===== src/rtl/sobel_launcher.sv =====
`default_nettype none
// +----------------------------------------------------------------------------+
// | Module   : sobel_launcher                                                  |
// | Function : issues one sobel call per frame of a batch; one call in flight. |
// | Option   : SOBEL_LAUNCHER_TIMEOUT_EN adds a watchdog on the WAIT state.    |
// | Revision : 1.0                                                             |
// +----------------------------------------------------------------------------+
module sobel_launcher #(
    parameter int ADDR_W         = 64,
    parameter int CNT_W          = 16,
    parameter int TIMEOUT_CYCLES = 1048576
) (
    input  logic              clock,
    input  logic              reset,
    input  logic              cmd_valid,
    output logic              cmd_ready,
    input  logic [ADDR_W-1:0] cmd_src_base,
    input  logic [ADDR_W-1:0] cmd_dst_base,
    input  logic [31:0]       cmd_stride,
    input  logic [CNT_W-1:0]  cmd_count,
    output logic              sb_start,
    input  logic              sb_busy,
    output logic [ADDR_W-1:0] sb_image1,
    output logic [ADDR_W-1:0] sb_image2,
    input  logic              sb_done,
    output logic              sb_stall,
    output logic              active,
    output logic [CNT_W-1:0]  frames_done,
    output logic              batch_done,
    output logic              err
);

    typedef enum logic [1:0] {
        S_IDLE   = 2'd0,
        S_LAUNCH = 2'd1,
        S_WAIT   = 2'd2
    } state_t;

    state_t             r_state;
    logic [ADDR_W-1:0]  r_src;
    logic [ADDR_W-1:0]  r_dst;
    logic [31:0]        r_stride;
    logic [CNT_W-1:0]   r_count;
    logic [CNT_W-1:0]   r_frames;
    logic               r_sb_start;
    logic               r_sb_stall;
    logic               r_active;
    logic               r_batch_done;
    logic               r_err;
    logic [ADDR_W-1:0]  w_stride_ext;
    logic [CNT_W-1:0]   w_frames_inc;
    logic               w_ret_acc;
    logic               w_timeout;

    generate
        if (ADDR_W > 32) begin : g_stride_wide
            assign w_stride_ext = {{(ADDR_W-32){1'b0}}, r_stride};
        end else begin : g_stride_narrow
            assign w_stride_ext = r_stride[ADDR_W-1:0];
        end
    endgenerate

    assign w_frames_inc = r_frames + CNT_W'(1);
    assign w_ret_acc    = sb_done && !r_sb_stall;

`ifdef SOBEL_LAUNCHER_TIMEOUT_EN
    localparam int                c_WD_W    = $clog2(TIMEOUT_CYCLES + 1);
    localparam logic [c_WD_W-1:0] c_WD_LAST = c_WD_W'(TIMEOUT_CYCLES - 1);

    logic [c_WD_W-1:0] r_wd_cnt;

    // Held at zero outside WAIT, so every WAIT entry starts a fresh count.
    always_ff @(posedge clock) begin
        if (reset || (r_state != S_WAIT)) begin
            r_wd_cnt <= '0;
        end else begin
            r_wd_cnt <= r_wd_cnt + c_WD_W'(1);
        end
    end

    assign w_timeout = (r_state == S_WAIT) && (r_wd_cnt == c_WD_LAST);
`else
    localparam int c_unused_timeout = TIMEOUT_CYCLES;
    assign w_timeout = 1'b0;
`endif

    always_ff @(posedge clock) begin
        if (reset) begin
            r_state      <= S_IDLE;
            r_src        <= '0;
            r_dst        <= '0;
            r_stride     <= '0;
            r_count      <= '0;
            r_frames     <= '0;
            r_sb_start   <= 1'b0;
            r_sb_stall   <= 1'b1;
            r_active     <= 1'b0;
            r_batch_done <= 1'b0;
            r_err        <= 1'b0;
        end else begin
            r_batch_done <= 1'b0;
            case (r_state)
                S_IDLE: begin
                    if (cmd_valid && cmd_ready) begin
                        r_src    <= cmd_src_base;
                        r_dst    <= cmd_dst_base;
                        r_stride <= cmd_stride;
                        r_count  <= cmd_count;
                        r_frames <= '0;
                        r_err    <= 1'b0;
                        if (cmd_count == '0) begin
                            r_batch_done <= 1'b1;
                        end else begin
                            r_state    <= S_LAUNCH;
                            r_sb_start <= 1'b1;
                            r_active   <= 1'b1;
                        end
                    end
                end
                S_LAUNCH: begin
                    if (!sb_busy) begin
                        r_state    <= S_WAIT;
                        r_sb_start <= 1'b0;
                        r_sb_stall <= 1'b0;
                    end
                end
                S_WAIT: begin
                    if (w_ret_acc) begin
                        r_frames   <= w_frames_inc;
                        r_sb_stall <= 1'b1;
                        if (w_frames_inc == r_count) begin
                            r_state      <= S_IDLE;
                            r_active     <= 1'b0;
                            r_batch_done <= 1'b1;
                        end else begin
                            r_src      <= r_src + w_stride_ext;
                            r_dst      <= r_dst + w_stride_ext;
                            r_state    <= S_LAUNCH;
                            r_sb_start <= 1'b1;
                        end
                    end else if (w_timeout) begin
                        r_err        <= 1'b1;
                        r_batch_done <= 1'b1;
                        r_sb_stall   <= 1'b1;
                        r_active     <= 1'b0;
                        r_state      <= S_IDLE;
                    end
                end
                default: begin
                    r_state <= S_IDLE;
                end
            endcase
        end
    end

    // Ready is withheld in the batch_done cycle so a new accept never lands on the pulse.
    assign cmd_ready   = (r_state == S_IDLE) && !r_batch_done && !reset;
    assign sb_start    = r_sb_start;
    assign sb_stall    = r_sb_stall;
    assign sb_image1   = r_src;
    assign sb_image2   = r_dst;
    assign active      = r_active;
    assign frames_done = r_frames;
    assign batch_done  = r_batch_done;
    assign err         = r_err;

endmodule
`default_nettype wire


===== config.mk =====
export PLATFORM = sky130hd
export DESIGN_NAME = sobel_launcher
export DESIGN_NICKNAME = d
export VERILOG_FILES = /design/src/rtl/sobel_launcher.sv
export SDC_FILE = /design/constraint.sdc
export NUM_CORES = 1
export LEC_CHECK = 0
export BUFFER_PORTS_ARGS = -buffer_cell sky130_fd_sc_hd__buf_2
export CAP_MARGIN = 20
export CELL_PAD_IN_SITES_DETAIL_PLACEMENT = 0
export CELL_PAD_IN_SITES_GLOBAL_PLACEMENT = 1
export CORE_ASPECT_RATIO = 0.7
export CORE_MARGIN = 2
export CORE_UTILIZATION = 42
export DETAILED_ROUTE_END_ITERATION = 6
export GPL_TIMING_DRIVEN = 0
export PLACE_DENSITY_LB_ADDON = 0.1
export SLEW_MARGIN = 40
export SYNTH_ARGS = -nofsm -noshare
export SYNTH_HDL_FRONTEND = slang
export SYNTH_SLANG_ARGS = --single-unit
export TNS_END_PERCENT = 20

===== constraint.sdc =====
create_clock -name clock -period 7.2 [get_ports clock]
set_input_delay 0.36 -clock clock [delete_from_list [all_inputs] [get_ports clock]]
set_output_delay 0.36 -clock clock [all_outputs]
set_load 0.005 [all_outputs]

==> impl_metrics.csv, run 1 <==
group,metric,value,unit
outcome,status,"finished, violations left",
outcome,violations,"DRC",
finish,final_area,0.01646,sq mm
grt,overflow,0,
power,p_per_area,182.0,mW/mm^2
clocking,postCtsHoldBufs,0,
yosys,synthesis.area,0.01367,sq mm
min_path,min-delay-start,"cmd_stride[5]",
clocking,root_buffer,"clkbuf_16",
critical_path,critPathLaunchType,"flip-flop",
grt,track_usage,38.45,%
yosys,avgSynthCellArea,7.393,sq um
timing,fmaxAchievable,240.9,MHz
yosys,synth_fp_nets,2097,
yosys,yosysMostFrequentCell,"nand2_1",
clocking,htree_levels,4,
critical_path,crit_chain,"ha_1 -> fa_1 -> nand3_1 -> a21oi_1 -> o31ai_1 -> o21a_1 -> o21ai_1 -> o21ai_0 -> clkbuf_1 -> o21ai_0 -> a21oi_1 -> a211oi_1",
critical_path,crit_path_top_delay_cell,"o31ai_1",
grt,grt_max_degree,17,
critical_path,r2r_cells,12,
clocking,insertion_delay,0.48,ns
critical_path,worstReg2RegEnd,"sb_image2[40]",
timing,finalHoldViolCount,0,
clocking,postCtsSetupRepairBufs,0,
floorplanning,floorplan.initialDensity,42.44,%
yosys,synth_edf_count,0,
min_path,hp-class,"in -> reg",
critical_path,cp.buffers_inverters,1,
timing,grt_setup_unrepaired,"false",
floorplanning,die_h,154.9,um
critical_path,worst-setup-path-type,"reg -> reg",
grt,grt_busiest_layer,"met1",
critical_path,path_max_fanout,10,
yosys,yosys.area.top_type,"dfxtp_1",
yosys,yosysSeqAreaShare,29.00,%
yosys,synth_commonest_cells,"nand2_1, a21oi_1, dfxtp_1",
floorplanning,dieWidth,219.6,um
routing,vias,16610,
timing,fin_skew,0.01564,ns
clocking,cts_made_buffers,17,
timing,holdWs,0.1157,ns
yosys,ys_ff_latch,198,
clocking,clk_path_buf_depth,2,
flow_run,cap_violations,0,
grt,grt_pass1_wl,96690,um
routing,wl,67000,um
min_path,min_path_cells,3,
grt,grt_util_met2,52.26,%
routing,dr.pass1.iters,7,
routing,antenna_left,0,
floorplanning,die_area,0.03403,sq mm
power,p_leak,6.963,nW
place,gp_congestion,0.9910,
grt,first_global_vias,14760,
timing,setup-violations-final,0,
critical_path,cpLargestDelayFamily,"compound AO/OA/AOI/OAI gates",
timing,slew_violations,0,
place,dp_hpwl,51650,um
critical_path,worstPathArrival,4.48,ns
power,power,2.995,mW
floorplanning,io_pins,331,
clocking,ctsResizeCount,0,
place,placed_area,0.01588,sq mm
routing,drc,2,
power,peakVddDrop,154.3,uV
routing,drt-initial-drc-count,2330,
timing,tns,0,ns
critical_path,worst-r2r-setup-slack,3.05,ns
finish,fillerInstances,3331,
critical_path,end_kind,"flip-flop",
place,numPortBuffers,328,
grt,antenna_found_initial,2,
routing,avgViaCountPerCell,6.294,
yosys,synth.distinct_cells,97,
finish,finalNetCount,2446,
timing,period_share,57.65,%
clocking,numClockSinks,198,
timing,period_needed,4.151,ns
yosys,synth.yosys.warnings,0,
timing,tightest_slew,0.9358,ns
floorplanning,num_rows,55,
yosys,synthCells,1849,
finish,area_delta_synth_final,20.39,%
finish,drive_gt1_share,20.58,%
min_path,holdPathEnd,"r_stride[5]",
critical_path,crit_path_max_incr_delay,0.54,ns
critical_path,reg2reg_from,"r_stride[0]",
yosys,ys.flop_type,"dfxtp_1",
grt,grtUsageMet1,57.86,%
grt,use_met3,10.38,%
yosys,async_flop_share,0,%
clocking,cts_tree,"done",
yosys,yosys-top-cells-area,"dfxtp_1, a21oi_1, nand2_1, ha_1, o21ai_0",
clocking,clk_pin_slew_worst_paths,0.08,ns
floorplanning,core-area,0.03221,sq mm
routing,wire_per_inst,25.39,um
timing,slew_headroom,37.61,%
critical_path,worstPathRequired,7.53,ns
yosys,synth_top_area_share,29.00,%
[cell usage in the layout (no fill, tap or decap), types with 16 or more instances in the layout]
| cell | instances |
|---|---|
| o21ai_0 | 116 |
| nor4_1 | 16 |
| xor2_1 | 26 |
| a311oi_1 | 27 |
| clkbuf_1 | 75 |
| nor2_1 | 148 |
| clkbuf_16 | 17 |
| nand3_1 | 60 |
| and2_1 | 16 |
| dfxtp_1 | 198 |
| o211ai_1 | 21 |
| nand2_1 | 288 |
| and3_1 | 36 |
| a211oi_1 | 52 |
| a21o_1 | 28 |
| a31oi_1 | 41 |
| nand4_1 | 28 |
| buf_2 | 345 |
| nor3_1 | 49 |
| inv_1 | 26 |
| xnor2_1 | 44 |
| clkbuf_2 | 20 |
| a21oi_1 | 218 |
| ha_1 | 65 |
[flip-flops by register name (all words and copies together), names as in the netlist]
signal       cells
sb_image1       64
r_stride        32
sb_stall         1
frames_done     16
active           1
r_state          2
batch_done       1
sb_start         1
sb_image2       64
r_count         16
[area by class of cell]
cell class              count  area (sq um)  share of cell area, %
diodes                      1         2.502                0.01521
plain buffers             127         620.6                  3.771
clock buffers              22         464.2                  2.821
clock inverters            10         96.34                 0.5854
inverters                  26         97.59                 0.5930
multi-input cells        1498          9017                  54.79
flip-flops and latches    198          3964                  24.09
well taps                 427         534.3                  3.246
repair buffers            330          1660                  10.09
[routing by layer]
layer  wire length [um]  share of wire (%)
met1              30260                 45
met2              26190                 39
met3               8578                 13
met4               1952                2.9
met5                 11              0.016
[report_power, final]
group	internal [mW]	switching, mW	leakage (nW)
clock	0.499	0.496	0.268
sequential	1.17	0.102	1.62
combinational	0.266	0.462	5.07
total	1.93	1.06	6.96
[stage by stage]
step           util (%)  setup WS [ns]  cells
5_1_grt           51.10          2.947   2639
4_1_cts           51.05          3.249   2638
2_1_floorplan         -          4.339   1849
3_3_place_gp      49.20          2.697   2604
6_report          51.10          3.049   2639
3_5_place_dp      49.31          3.187   2606
[worst max path at each step]
stage / from / end / slack [ns] / cells after the start
finish: r_stride[0] / sb_image2[40] / 3.05 / 12
floorplan: sb_image1[0] / sb_image1[30] / 4.34 / 11
CTS: r_stride[0] / sb_image2[40] / 3.25 / 12
global placement: reset / sb_image2[29] / 2.70 / 9
global route: r_stride[0] / sb_image2[40] / 2.95 / 12
detailed placement: reset / sb_image1[41] / 3.19 / 10
[cell families (layout without fill, tap and decap cells)]
group / count (synthesis) / in the layout / share of synthesized area, %
buffers and inverters: 153 / 515 / 5.071
adders and majority gates: 67 / 67 / 6.243
xor gates and xnor gates: 70 / 70 / 4.485
other: 1 / 2 / 0.02743
DFF: 198 / 198 / 29.00
AOI/OAI and AO/OA: 626 / 626 / 29.21
muxes: 9 / 9 / 0.6682
and+or+nand+nor: 725 / 725 / 25.30
[tightest hold or removal path, cell delays in order]
cell	delay [ns]
buf_2	0.10
nand2_1	0.05
a21oi_1	0.05
Power figures use the tool's default switching activity.
==> inputs of run 2 (changes only) <==
--- a/config.mk
+++ b/config.mk
@@ -11,7 +11,7 @@
 export CELL_PAD_IN_SITES_GLOBAL_PLACEMENT = 1
 export CORE_ASPECT_RATIO = 0.7
 export CORE_MARGIN = 2
-export CORE_UTILIZATION = 42
+export CORE_UTILIZATION = 35
 export DETAILED_ROUTE_END_ITERATION = 6
 export GPL_TIMING_DRIVEN = 0
 export PLACE_DENSITY_LB_ADDON = 0.1
==> constraint.sdc (replaced) <==
create_clock -name clock -period 3.8 [get_ports clock]
set_input_delay 0.19 -clock clock [delete_from_list [all_inputs] [get_ports clock]]
set_output_delay 0.19 -clock clock [all_outputs]
set_load 0.005 [all_outputs]
==> run 2 against run 1 <==
Compared with the run above: the flow now finishes without violations; sequential power up 90%; total power up 97%; via count up 1.6%; routed wire length up 8.0%; first-iteration DRC count down 7.6%; worst hold slack worse by 0.11 ns.
==> impl_metrics.csv, run 2 (synthesized netlist as in run 1, its figures left out) <==
group,metric,value,unit
routing,wl_met1,34230,um
floorplanning,die_area,0.04068,sq mm
critical_path,worst-r2r-setup-slack,0.10,ns
routing,wl,72340,um
finish,final_area,0.01739,sq mm
timing,fmaxAchievable,270.6,MHz
clocking,htree_levels,4,
clocking,postCtsSetupRepairBufs,0,
floorplanning,die_h,169.3,um
routing,route.met3.wl,7041,um
clocking,clk_path_buf_depth,2,
finish,layout_common_cells,"buf_2, nand2_1, a21oi_1, dfxtp_1, nor2_1",
min_path,min_path_cells,3,
finish,final_common_cell,"buf_2",
grt,overflow,0,
routing,drc,0,
grt,antenna_found_initial,2,
power,p_int,3.845,mW
floorplanning,floorplan.initialDensity,35.56,%
min_path,holdPathEnd,"sb_image1[10]",
clocking,cts_made_buffers,17,
floorplanning,num_rows,60,
place,pre_cts_ws,-0.3642,ns
power,switching_share,34.97,%
routing,dr.pass1.iters,6,
routing,routed.top_layer,"met4",
critical_path,path_max_fanout,4,
critical_path,r2r_cells,11,
timing,period_needed,3.696,ns
grt,grt_pass1_wl,103100,um
timing,fin_skew,0.01642,ns
outcome,status,"completed",
place,dp_hpwl,55440,um
timing,setup_ws,0.1042,ns
finish,post-route-util,45.25,%
timing,setup-violations-final,0,
timing,grt_setup_unrepaired,"true",
clocking,numClockSinks,198,
timing,period_share,97.26,%
routing,drt-initial-drc-count,2152,
power,pwr-share-comb,24.9,%
floorplanning,core-area,0.03844,sq mm
routing,wire_per_inst,25.75,um
timing,slew_violations,0,
critical_path,reg2reg_from,"r_stride[0]",
critical_path,end_kind,"flip-flop",
critical_path,critPathLaunchType,"flip-flop",
power,power,5.913,mW
clocking,root_buffer,"clkbuf_16",
power,peakVddDrop,346.7,uV
critical_path,worstPathRequired,4.12,ns
timing,tns,0,ns
min_path,hp-class,"in -> reg",
routing,vias,16880,
finish,diodes,0,
place,numPortBuffers,328,
power,clockPowerShare,34.4,%
place,placed_area,0.01600,sq mm
finish,fillerInstances,4032,
timing,finalHoldViolCount,0,
place,gp_congestion,0.9635,
finish,finalNetCount,2518,
critical_path,worstReg2RegEnd,"sb_image1[30]",
finish,drive_gt1_share,20.77,%
clocking,cts_tree,"done",
power,seqPwrFrac,40.8,%
min_path,min-delay-start,"cmd_src_base[10]",
power,p_per_area,340.0,mW/mm^2
floorplanning,io_pins,331,
grt,first_global_vias,15460,
clocking,clk_pin_slew_worst_paths,0.08,ns
critical_path,worstPathArrival,4.02,ns
power,p_switching,2.068,mW
floorplanning,dieWidth,240.2,um
routing,avgViaCountPerCell,6.011,
finish,area_delta_synth_final,27.23,%
grt,track_usage,34.59,%
routing,wl_met2,29340,um
critical_path,worst-setup-path-type,"reg -> reg",
flow_run,cap_violations,0,
routing,antenna_left,0,
clocking,insertion_delay,0.47,ns
grt,grt_max_degree,17,
timing,tightest_slew,0.9725,ns
timing,slew_headroom,35.17,%
power,p_leak,7.330,nW
run 2: cell types whose count changed in the layout (fill, tap and decap cells not counted), moves of 2 or more:
| cell | change |
|---|---|
| a31oi_1 | -2 |
| dlygate4sd3_1 | +73 |
| clkbuf_1 | -15 |
| clkinvlp_4 | -2 |
| bufinv_16 | +2 |
| a31oi_2 | +2 |
| buf_2 | +3 |
| clkbuf_2 | +11 |
run 2: final cells by class:
class | instances | area, sq um | share of cell area (%)
sequential | 198 | 3964 | 22.79
clock inverter | 11 | 147.6 | 0.8489
clock buffer | 20 | 456.7 | 2.626
inverter | 26 | 97.59 | 0.5612
buffer | 127 | 638.1 | 3.669
multi-input combinational | 1498 | 9042 | 51.99
timing repair buffer | 402 | 2386 | 13.72
tap | 527 | 659.4 | 3.791
run 2: power by group through the flow:
stage / registers, mW / logic [mW] / clock network, mW
2_1_floorplan: 2.39 / 0.753 / 0
3_3_place_gp: 2.45 / 1.36 / 0
3_5_place_dp: 2.45 / 1.37 / 0
4_1_cts: 2.40 / 1.43 / 2.04
5_1_grt: 2.42 / 1.58 / 2.11
6_report: 2.41 / 1.47 / 2.03
run 2: how the worst max path moves through the flow:
| stage | startpoint | endpoint | slack (ns) | depth (start not counted) |
|---|---|---|---|---|
| 2_1_floorplan | sb_image1[0] | sb_image1[30] | 0.94 | 11 |
| 3_3_place_gp | reset | sb_image2[22] | -0.65 | 9 |
| 3_5_place_dp | frames_done[0] | sb_image2[22] | -0.36 | 10 |
| 4_1_cts | frames_done[0] | sb_image2[53] | 0.08 | 10 |
| 5_1_grt | r_stride[0] | sb_image1[26] | -0.0008 | 10 |
| 6_report | r_stride[0] | sb_image1[30] | 0.10 | 11 |
run 2: critical path, stage by stage (launching register included):
cell       delay (ns)
dfxtp_1          0.39
ha_1             0.25
fa_1             0.44
a211oi_1         0.35
o211ai_2         0.20
a31oi_1          0.33
o21ai_0          0.29
a2111oi_0        0.70
o21ai_0          0.17
nand2_1          0.11
mux2i_1          0.19
a31oi_1          0.10
run 2: metrics by stage:
step	cells	hold WS [ns]
final	2809	0.003133
after detailed placement	2704	0.4370
after global routing	2809	0.007786
after CTS	2808	0.0007474
after global placement	2704	0.4338
after floorplan	1849	0.3242
run 2: repair_timing:
action	in CTS	in global routing
hold buffers	73	0
resized for setup	7	13
endpoints found under the setup margin	48	95
hold endpoints to repair	73	0
pin swaps	0	1
run 2: routing by layer:
layer  up-vias  global-route usage [%]
met4         0                   9.641
met1      8219                   52.49
met2       903                   48.98
met5         -                       0
met3       100                   6.522
li1       7662                       -
==> inputs of run 3 (changes only) <==
--- a/config.mk
+++ b/config.mk
@@ -5,13 +5,15 @@
 export SDC_FILE = /design/constraint.sdc
 export NUM_CORES = 1
 export LEC_CHECK = 0
+export ABC_AREA = 1
 export BUFFER_PORTS_ARGS = -buffer_cell sky130_fd_sc_hd__buf_2
 export CAP_MARGIN = 20
 export CELL_PAD_IN_SITES_DETAIL_PLACEMENT = 0
 export CELL_PAD_IN_SITES_GLOBAL_PLACEMENT = 1
 export CORE_ASPECT_RATIO = 0.7
 export CORE_MARGIN = 2
-export CORE_UTILIZATION = 35
+export CORE_UTILIZATION = 34
+export CTS_CLUSTER_SIZE = 10
 export DETAILED_ROUTE_END_ITERATION = 6
 export GPL_TIMING_DRIVEN = 0
 export PLACE_DENSITY_LB_ADDON = 0.1
==> run 3 against run 2 <==
Compared with the run above: the run now ends with DRC left; count of clock-buffer cells in the layout shrank 2; highest routed layer is now met5; utilization shrank 4.2 points; global-route usage shrank 0.87 points; sequential power is essentially flat; flip-flop and latch count is the same; critical path type unchanged.
==> impl_metrics.csv, run 3 <==
group,metric,value,unit
timing,slew_violations,0,
yosys,synth_fp_nets,3484,
grt,overflow,0,
clocking,postCtsSetupRepairBufs,0,
timing,tns,0,ns
floorplanning,num_rows,69,
yosys,synth.distinct_cells,40,
yosys,synth_top_area_share,28.98,%
routing,antenna_left,0,
clocking,cts_made_buffers,17,
clocking,cts_tree,"done",
clocking,clk_path_buf_depth,2,
critical_path,r2r_cells,11,
min_path,min_path_cells,3,
yosys,synth_edf_count,0,
critical_path,path_max_fanout,10,
grt,grt_max_degree,19,
yosys,ys.flop_type,"dfxtp_1",
floorplanning,io_pins,331,
floorplanning,dieWidth,273.7,um
timing,period_share,92.81,%
yosys,async_flop_share,0,%
yosys,synthesis.area,0.01732,sq mm
power,pwr-share-comb,22.9,%
floorplanning,die_h,192.8,um
min_path,min-delay-start,"cmd_count[10]",
yosys,ys_ff_latch,198,
clocking,clk_pin_slew_worst_paths,0.09,ns
grt,track_usage,33.72,%
yosys,yosysMostFrequentCell,"nand2_1",
floorplanning,die_area,0.05278,sq mm
finish,final_area,0.02074,sq mm
critical_path,worst-setup-path-type,"reg -> reg",
clocking,numClockSinks,198,
critical_path,worstReg2RegEnd,"sb_image1[51]",
critical_path,end_kind,"flip-flop",
timing,setup-violations-final,0,
timing,fmaxAchievable,283.5,MHz
grt,antenna_found_initial,6,
power,power,5.659,mW
routing,wire_per_inst,21.05,um
critical_path,worstPathArrival,3.94,ns
yosys,synth_commonest_cells,"nand2_1, inv_1, nor2_1",
yosys,synth.yosys.warnings,0,
finish,finalNetCount,3867,
routing,drt-initial-drc-count,2272,
place,gp_congestion,0.9829,
place,numPortBuffers,328,
finish,drive_gt1_share,12.23,%
routing,drc,17,
flow_run,cap_violations,0,
timing,holdWs,0.01541,ns
yosys,yosys-top-cells-area,"nand2_1, dfxtp_1, inv_1, nor2_1, nand3_1",
outcome,status,"finished, violations left",
yosys,yosysSeqAreaShare,22.89,%
grt,first_global_vias,19660,
clocking,htree_levels,4,
critical_path,critPathLaunchType,"flip-flop",
floorplanning,core-area,0.05050,sq mm
yosys,yosys.area.top_type,"nand2_1",
timing,slew_headroom,40.17,%
floorplanning,floorplan.initialDensity,34.28,%
power,p_switching,2.047,mW
critical_path,reg2reg_from,"r_state[1]",
place,placed_area,0.01982,sq mm
routing,dr.pass1.iters,7,
power,seqPwrFrac,42.3,%
finish,area_delta_synth_final,19.81,%
place,place_inst,4239,
timing,finalHoldViolCount,0,
routing,wl,90620,um
yosys,avgSynthCellArea,5.351,sq um
outcome,violations,"DRC",
power,clockPowerShare,34.8,%
place,dp_hpwl,76280,um
finish,stdcell_count,4306,
power,peakVddDrop,249.9,uV
timing,tightest_slew,0.8974,ns
yosys,synthCells,3236,
min_path,holdPathEnd,"r_count[10]",
grt,grt_pass1_wl,128900,um
clocking,ctsResizeCount,0,
timing,grt_setup_unrepaired,"false",
power,p_per_area,272.8,mW/mm^2
timing,fin_skew,0.01512,ns
clocking,insertion_delay,0.49,ns
power,switching_share,36.18,%
clocking,root_buffer,"clkbuf_16",
routing,avgViaCountPerCell,5.138,
finish,layout_common_cells,"nand2_1, inv_1, nor2_1, buf_2, nand3_1",
finish,final_common_cell,"nand2_1",
min_path,hp-class,"in -> reg",
timing,period_needed,3.527,ns
power,p_leak,11.09,nW
critical_path,worstPathRequired,4.21,ns
critical_path,worst-r2r-setup-slack,0.27,ns
power,p_int,3.612,mW
routing,vias,22120,
## run 3: changes by cell type in the layout (fill, tap and decap cells not counted), sizes merged, moves of 37 or more
cell,delta
dlygate4sd3,-39
nand3,+187
nand2,+1052
a211oi,-53
nor2,+213
xnor2,-37
a31oi,-41
inv,+410
## run 3: kinds of logic (layout without fill, tap and decap cells)
group	count (synthesis)	after routing	synth area share, %
AO/OA/AOI/OAI	339	339	9.986
AND/OR/NAND/NOR	2093	2093	49.30
adder cells (fa/ha/maj)	67	67	4.928
buffers and inverters	522	917	12.07
other	1	2	0.02166
flip-flops	198	198	22.89
XOR/XNOR	16	16	0.8093
## run 3: repair_timing
item / 4_1_cts / 5_1_grt
hold buffers: 34 / 0
endpoints found under the setup margin: 0 / 0
hold endpoints to repair: 34 / 0
## run 3: cell type report
| type | instances | area (sq um) |
|---|---|---|
| fillers | 5809 | 29760 |
| multi-input cells | 2516 | 11260 |
| flip-flops and latches | 198 | 3964 |
| repair buffers | 364 | 2004 |
| inverters | 431 | 1618 |
| well taps | 674 | 843.3 |
| plain buffers | 91 | 485.5 |
| clock buffers | 18 | 429.2 |
| clock inverters | 13 | 136.4 |
| diodes | 1 | 2.502 |
## run 3: worst max-delay path by stage
stage                             from       endpoint  slack, ns  cells after the start
final                       r_state[1]  sb_image1[51]       0.27                     11
after global routing        r_state[1]  sb_image1[53]       0.16                     11
after CTS                   r_state[1]  sb_image1[53]       0.43                     11
after detailed placement    r_state[1]  sb_image1[53]       0.46                     11
after global placement      r_state[1]  sb_image1[49]       0.51                     11
after floorplan           sb_image1[0]  sb_image1[24]       1.52                     15
## run 3: routing by layer
metal / part of all wire (%) / track usage (%) / vias to the layer above
met5: 0.026 / 0 / -
met4: 1.5 / 5.885 / 4
met1: 50 / 51.88 / 10260
met3: 9.1 / 6.856 / 68
li1: - / - / 10840
met2: 39 / 47.75 / 956
## run 3: power groups by stage
| stage | Sequential, mW | Clock [mW] | Combinational (mW) |
|---|---|---|---|
| after floorplan | 2.36 | 0 | 0.716 |
| after global placement | 2.43 | 0 | 1.23 |
| after detailed placement | 2.44 | 0 | 1.24 |
| after CTS | 2.39 | 2.00 | 1.28 |
| after global routing | 2.40 | 2.06 | 1.44 |
| final | 2.39 | 1.97 | 1.30 |
## run 3: metrics by stage
stage	utilization [%]	worst slack, ns
2_1_floorplan	-	1.519
3_3_place_gp	39.20	0.5057
3_5_place_dp	39.25	0.4639
4_1_cts	41.05	0.4341
5_1_grt	41.07	0.1592
6_report	41.08	0.2732
## run 3: critical path: stages (launching register included)
cell and delay (ns):
dfxtp_1 0.50, inv_1 0.10, nor2_1 0.36, inv_2 0.24, nor3_2 0.41, inv_1 0.11
nand2_1 0.37, nand2_4 0.24, inv_2 0.17, clkbuf_1 0.65, nand2_1 0.11, a21oi_1 0.17
